**src/rtl/y86_pkg.sv**
```systemverilog
// ---------------------------------------------------------------------------
// y86_pkg
// Shared Y86-64 definitions used by fetch, decode, status update and the
// SEQ architectural state register.
//   - 2-bit processor status codes
//   - 4-bit instruction codes
//   - RUN/STOP control state type for the commit register
// ---------------------------------------------------------------------------
package y86_pkg;

    localparam logic [1:0] STAT_AOK = 2'd0;
    localparam logic [1:0] STAT_HLT = 2'd1;
    localparam logic [1:0] STAT_ADR = 2'd2;
    localparam logic [1:0] STAT_INS = 2'd3;

    localparam logic [3:0] ICODE_HALT   = 4'h0;
    localparam logic [3:0] ICODE_NOP    = 4'h1;
    localparam logic [3:0] ICODE_RRMOVQ = 4'h2;
    localparam logic [3:0] ICODE_IRMOVQ = 4'h3;
    localparam logic [3:0] ICODE_RMMOVQ = 4'h4;
    localparam logic [3:0] ICODE_MRMOVQ = 4'h5;
    localparam logic [3:0] ICODE_OPQ    = 4'h6;
    localparam logic [3:0] ICODE_JXX    = 4'h7;
    localparam logic [3:0] ICODE_CALL   = 4'h8;
    localparam logic [3:0] ICODE_RET    = 4'h9;
    localparam logic [3:0] ICODE_PUSHQ  = 4'hA;
    localparam logic [3:0] ICODE_POPQ   = 4'hB;

    typedef enum logic {
        RUN  = 1'b0,
        STOP = 1'b1
    } run_state_t;

    function automatic logic is_running(input logic [1:0] stat);
        return stat == STAT_AOK;
    endfunction

endpackage

```
**src/rtl/seq_next_pc.sv**
```systemverilog
// ---------------------------------------------------------------------------
// seq_next_pc
// Combinational next-PC select for the SEQ processor; also usable by the
// PIPE PC-predict logic. Pure mux, no arithmetic.
// Ports:
//   icode   in  4     instruction code
//   cnd     in  1     branch condition from execute
//   valC    in  PC_W  constant word (call/jump target)
//   valM    in  PC_W  word read from memory (return address)
//   valP    in  PC_W  fall-through PC
//   pc_next out PC_W  selected next PC
// ---------------------------------------------------------------------------
module seq_next_pc
    import y86_pkg::*;
#(
    parameter int PC_W = 64
) (
    input  logic [3:0]      icode,
    input  logic            cnd,
    input  logic [PC_W-1:0] valC,
    input  logic [PC_W-1:0] valM,
    input  logic [PC_W-1:0] valP,
    output logic [PC_W-1:0] pc_next
);

    always_comb begin
        pc_next = valP;
        case (icode)
            ICODE_CALL: pc_next = valC;
            ICODE_JXX:  pc_next = cnd ? valC : valP;
            ICODE_RET:  pc_next = valM;
            default:    pc_next = valP;
        endcase
    end

endmodule

```
**src/rtl/seq_pc_status.sv**
```systemverilog
// ---------------------------------------------------------------------------
// seq_pc_status
// SEQ architectural state register: commits next PC and final status,
// counts retired instructions and enabled running cycles, and freezes once
// a non-AOK status is committed until reset.
// Ports:
//   clk          in  1      processor clock
//   reset        in  1      synchronous active-high reset
//   en           in  1      commit enable
//   icode        in  4      current instruction code
//   cnd          in  1      branch condition
//   valC/valM/valP in PC_W  next-PC candidates
//   status_in    in  2      final status of current instruction
//   pc           out PC_W   committed PC
//   stat         out 2      committed status
//   halted       out 1      stat != AOK
//   instr_count  out CNT_W  retired instructions
//   cycle_count  out CNT_W  enabled running cycles
//
// state | meaning
// ------+----------------------------------------------------------
// RUN   | stat == AOK; enabled edges commit pc/stat and count
// STOP  | stat != AOK; all registers frozen until reset
//
// The control state is not a separate register: it is decoded from the
// committed stat, so RUN/STOP can never disagree with the visible status.
// ---------------------------------------------------------------------------
module seq_pc_status
    import y86_pkg::*;
#(
    parameter int PC_W  = 64,
    parameter int CNT_W = 32
) (
    input  logic             clk,
    input  logic             reset,
    input  logic             en,
    input  logic [3:0]       icode,
    input  logic             cnd,
    input  logic [PC_W-1:0]  valC,
    input  logic [PC_W-1:0]  valM,
    input  logic [PC_W-1:0]  valP,
    input  logic [1:0]       status_in,
    output logic [PC_W-1:0]  pc,
    output logic [1:0]       stat,
    output logic             halted,
    output logic [CNT_W-1:0] instr_count,
    output logic [CNT_W-1:0] cycle_count
);

    run_state_t       state_cur;
    logic [PC_W-1:0]  pc_target;
    logic [PC_W-1:0]  pc_nxt;
    logic [1:0]       stat_nxt;
    logic [CNT_W-1:0] instr_nxt;
    logic [CNT_W-1:0] cycle_nxt;

    seq_next_pc #(
        .PC_W (PC_W)
    ) u_next_pc (
        .icode   (icode),
        .cnd     (cnd),
        .valC    (valC),
        .valM    (valM),
        .valP    (valP),
        .pc_next (pc_target)
    );

    assign state_cur = is_running(stat) ? RUN : STOP;
    assign halted    = (state_cur == STOP);

    always_comb begin
        pc_nxt    = pc;
        stat_nxt  = stat;
        instr_nxt = instr_count;
        cycle_nxt = cycle_count;
        if (en && state_cur == RUN) begin
            cycle_nxt = cycle_count + CNT_W'(1);
            stat_nxt  = status_in;
            case (status_in)
                STAT_AOK: begin
                    pc_nxt    = pc_target;
                    instr_nxt = instr_count + CNT_W'(1);
                end
                // halt retires but pc stays on the halt instruction
                STAT_HLT: instr_nxt = instr_count + CNT_W'(1);
                // ADR/INS: faulting instruction does not retire
                default: ;
            endcase
        end
    end

    always_ff @(posedge clk) begin
        if (reset) begin
            pc          <= '0;
            stat        <= STAT_AOK;
            instr_count <= '0;
            cycle_count <= '0;
        end else begin
            pc          <= pc_nxt;
            stat        <= stat_nxt;
            instr_count <= instr_nxt;
            cycle_count <= cycle_nxt;
        end
    end

endmodule
```
**config.mk**
```make
export PLATFORM = sky130hd
export DESIGN_NAME = seq_pc_status
export DESIGN_NICKNAME = d
export VERILOG_FILES = /design/src/rtl/y86_pkg.sv /design/src/rtl/seq_next_pc.sv /design/src/rtl/seq_pc_status.sv
export SDC_FILE = /design/constraint.sdc
export NUM_CORES = 1
export LEC_CHECK = 0
export CORE_MARGIN = 4
export CORE_UTILIZATION = 40
export DETAILED_ROUTE_END_ITERATION = 8
export DONT_BUFFER_PORTS = 1
export PLACE_DENSITY = 0.52
export SLEW_MARGIN = 40
export SYNTH_ARGS = -nofsm -noshare
export SYNTH_HDL_FRONTEND = slang
export SYNTH_SLANG_ARGS = --single-unit
```
**constraint.sdc**
```tcl
create_clock -name clk -period 4.4 [get_ports clk]
set_clock_uncertainty 0.1 [all_clocks]
set_input_delay 0.44 -clock clk [delete_from_list [all_inputs] [get_ports clk]]
set_output_delay 0.44 -clock clk [all_outputs]
set_load 0.03 [all_outputs]
```
==> summary.md <==
| Metric | Value |
|---|---|
| Pwr Total | `2.922 mW` |
| CP max FO | `11` |
| Syn Nets | `921` |
| Slew Limit Fails | `0` |
| Status | `finished clean` |
| Critical path arrival | `3.02 ns` |
| Die H | `130.5 um` |
| Mapped Area | `6005 sq um` |
| DR WL/cell | `23.12 um` |
| Placed cell area | `6123 sq um` |
| Combinational group share of total power | `5.5%` |
| Post-CTS setup buffer count | `0` |
| Syn-to-layout area delta | `13.15%` |
| Total congestion overflow | `0` |
| Yosys cell types | `39` |
| Peak Freq | `0.3594 GHz` |
| GPL Wtd Cong | `0.8571` |
| Via-to-Cell Ratio | `6.178` |
| Synth Instances | `717` |
| Cell Int Power | `2.222 mW` |
| Mapped Avg Cell Area | `8.374 sq um` |
| Clock power share | `49.3%` |
| CTS Sinks | `130` |
| Hold crit path type | `in2reg` |
| Ys flop type | `dfxtp_1` |
| Root Driver | `clkbuf_16` |
| CP max-delay cell | `nor4_2` |
| GR Util met3 | `10.20%` |
| # H-tree levels | `4` |
| Final design area excluding fillers | `6794 sq um` |
| Most used cell, CP | `nand4_1` |
| RSZ-0062 raised after global routing | `no` |
| GR Util met1 | `26.93%` |
| Final hold viol count | `0` |
| Worst slew margin | `48.79%` |
| Vias | `5498` |
| Routed Antenna Nets | `0` |
| Drt first pass iters | `5` |
| Die X | `130.5 um` |
| Sequential fraction of design power | `45.2%` |
| CTS tree | `done` |
| Global router's overall resource usage | `23.01%` |
| Peak VDD IR | `0.2604 mV` |
| FP Rows | `44` |
| DRT iter0 DRCs | `371` |
| Required time at the worst-slack endpoint | `4.64 ns` |
| NetSw | `0.7005 mW` |
| # IOs | `333` |
| # setup viols final | `0` |
| Vias in the first global route | `5190` |
| Largest net degree at the start of global routing | `70` |
| Hold Startpoint | `reset` |
| Sw frac | `23.97%` |
| Reg clk slew, reported paths | `0.05 ns` |
| Setup CP Type | `reg2reg` |
| Proportion of layout cells with a drive suffix above 1 | `6.941%` |
| Commonest non-fill, non-tap cell in the layout | `dfxtp_1` |
| GRT met2 Usage | `37.05%` |
| Reg-to-Reg Start | `cycle_count[12]` |
| CP endpoint kind | `register` |
| Pleak | `2.357 nW` |
| Max cap viols | `0` |
| HPWL Detailed | `14.77 mm` |
| Final hold slack | `0.02905 ns` |
| Register area share after synthesis | `43.34%` |
| Ant diodes | `0` |
| IO Port Bufs | `0` |
| Starting Density | `41.00%` |
| Worst-path cell chain | `nand4_1 > nor4_2 > nand4_1 > or3_1 > a21oi_1` |
| Core area | `14640 sq um` |
| Die area | `17040 sq um` |
| Nets | `899` |
| Ys async rst share | `0%` |
| Number of CTS-inserted buffers | `17` |
| GR peak layer | `met2` |
| Critical Path Start Type | `register` |
| Fill count | `1413` |
| Final WL | `20.58 mm` |
| PD cells | `430.1 nW/um^2` |
| Initial antenna violation count | `0` |
| Post-layout min period | `2.783 ns` |
| Worst setup path start | `cycle_count[12]` |
| Yosys reg bits | `130` |
| CTS Buffer Depth | `2` |
| YS warnings | `0` |
| Fin crit share | `63.24%` |
| Setup TNS Final | `0 ns` |
| Clock Latency Late Sink | `0.41 ns` |
| Worst-margin pin slew | `0.7665 ns` |
| Drc violations | `0` |
| Most frequent cells in the layout | `dfxtp_1, nor2_1, nand2_1` |
| Worst path max stage delay | `0.68 ns` |
| Fin util | `46.39%` |
| Post-synth EDFFs | `0` |
| First-pass GRT wire length | `30.13 mm` |
## worst paths after layout
| check | endpoint | slack (ns) | cells after the start |
|---|---|---|---|
| worst max-delay path | cycle_count[27] | 1.62 | 5 |
| worst min-delay path | pc[44] | 0.03 | 1 |
| worst max register to register | cycle_count[27] | 1.62 | 5 |
| worst min register to register | pc[12] | 0.54 | 2 |
## registers in the layout, summed over array words and instances (netlist names)
name	cells
cycle_count	32
instr_count	32
pc	64
stat	2
## layout make-up
class	instances	area, sq um	share of cell area, %
multi-input cells	527	3201	47.11
flip-flops and latches	130	2603	38.31
clock buffers	25	495.5	7.293
well taps	184	230.2	3.389
repair buffers	11	135.1	1.989
clock inverters	5	100.1	1.473
inverters	8	30.03	0.4420
## logic make-up (layout without fill, tap and decap cells)
group           after synthesis  after routing  share of synthesized area [%]
compound gates              155            155                          18.98
mux                           2              2                         0.3334
fa+ha+maj                     2              2                         0.4167
flops                       130            130                          43.34
buf+inv                      60             49                          3.938
xor+xnor                     51             51                          7.439
simple gates                317            317                          25.55
## worst max-delay path, delay by kind of cell (launching register included)
| family | cells | cell delay, ns |
|---|---|---|
| simple gates | 4 | 1.86 |
| flops | 1 | 0.60 |
| compound gates | 1 | 0.15 |
## routing by layer
metal / part of all wire [%] / up-vias
met4: 2.8 / 0
met5: 0 / -
met1: 37 / 2646
li1: - / 2568
met2: 50 / 246
met3: 10 / 38
## metrics by stage
| stage | worst slack [ns] | cells |
|---|---|---|
| floorplan | 2.125 | 717 |
| global placement | 1.602 | 853 |
| detailed placement | 1.642 | 855 |
| CTS | 1.622 | 888 |
| global route | 1.428 | 890 |
| finish | 1.617 | 890 |
## Yosys cell counts (3+ instances only)
library cell | number | share of area (%)
nor4_1 | 9 | 0.94
dfxtp_1 | 130 | 43
inv_1 | 8 | 0.50
nor3_1 | 37 | 3.1
nand4_1 | 23 | 2.4
nand3_1 | 16 | 1.3
nand2_1 | 60 | 3.8
a211oi_1 | 34 | 4.3
xor2_1 | 28 | 4.1
buf_2 | 3 | 0.25
a21oi_1 | 44 | 3.7
a221oi_1 | 34 | 5.0
and3_1 | 8 | 0.83
clkbuf_1 | 48 | 3.0
and2_1 | 3 | 0.31
a221o_1 | 29 | 4.8
or3_1 | 13 | 1.4
o21ai_0 | 11 | 0.92
xnor2_1 | 23 | 3.4
nand2b_1 | 3 | 0.31
nor2_1 | 125 | 7.8
and4_1 | 8 | 1.2
## what timing repair did
| action | in CTS | in global routing |
|---|---|---|
| hold buffers | 3 | 1 |
| hold endpoints to repair | 28 | 1 |
| resized for setup | 0 | 0 |
## power by group through the flow
stage | combinational [mW] | sequential (mW) | clock, mW
2_1_floorplan | 0.133 | 1.33 | 0
4_1_cts | 0.160 | 1.32 | 1.46
3_5_place_dp | 0.144 | 1.35 | 0
6_report | 0.161 | 1.32 | 1.44
3_3_place_gp | 0.137 | 1.35 | 0
5_1_grt | 0.183 | 1.33 | 1.52
(Power assumes the default switching activity.)
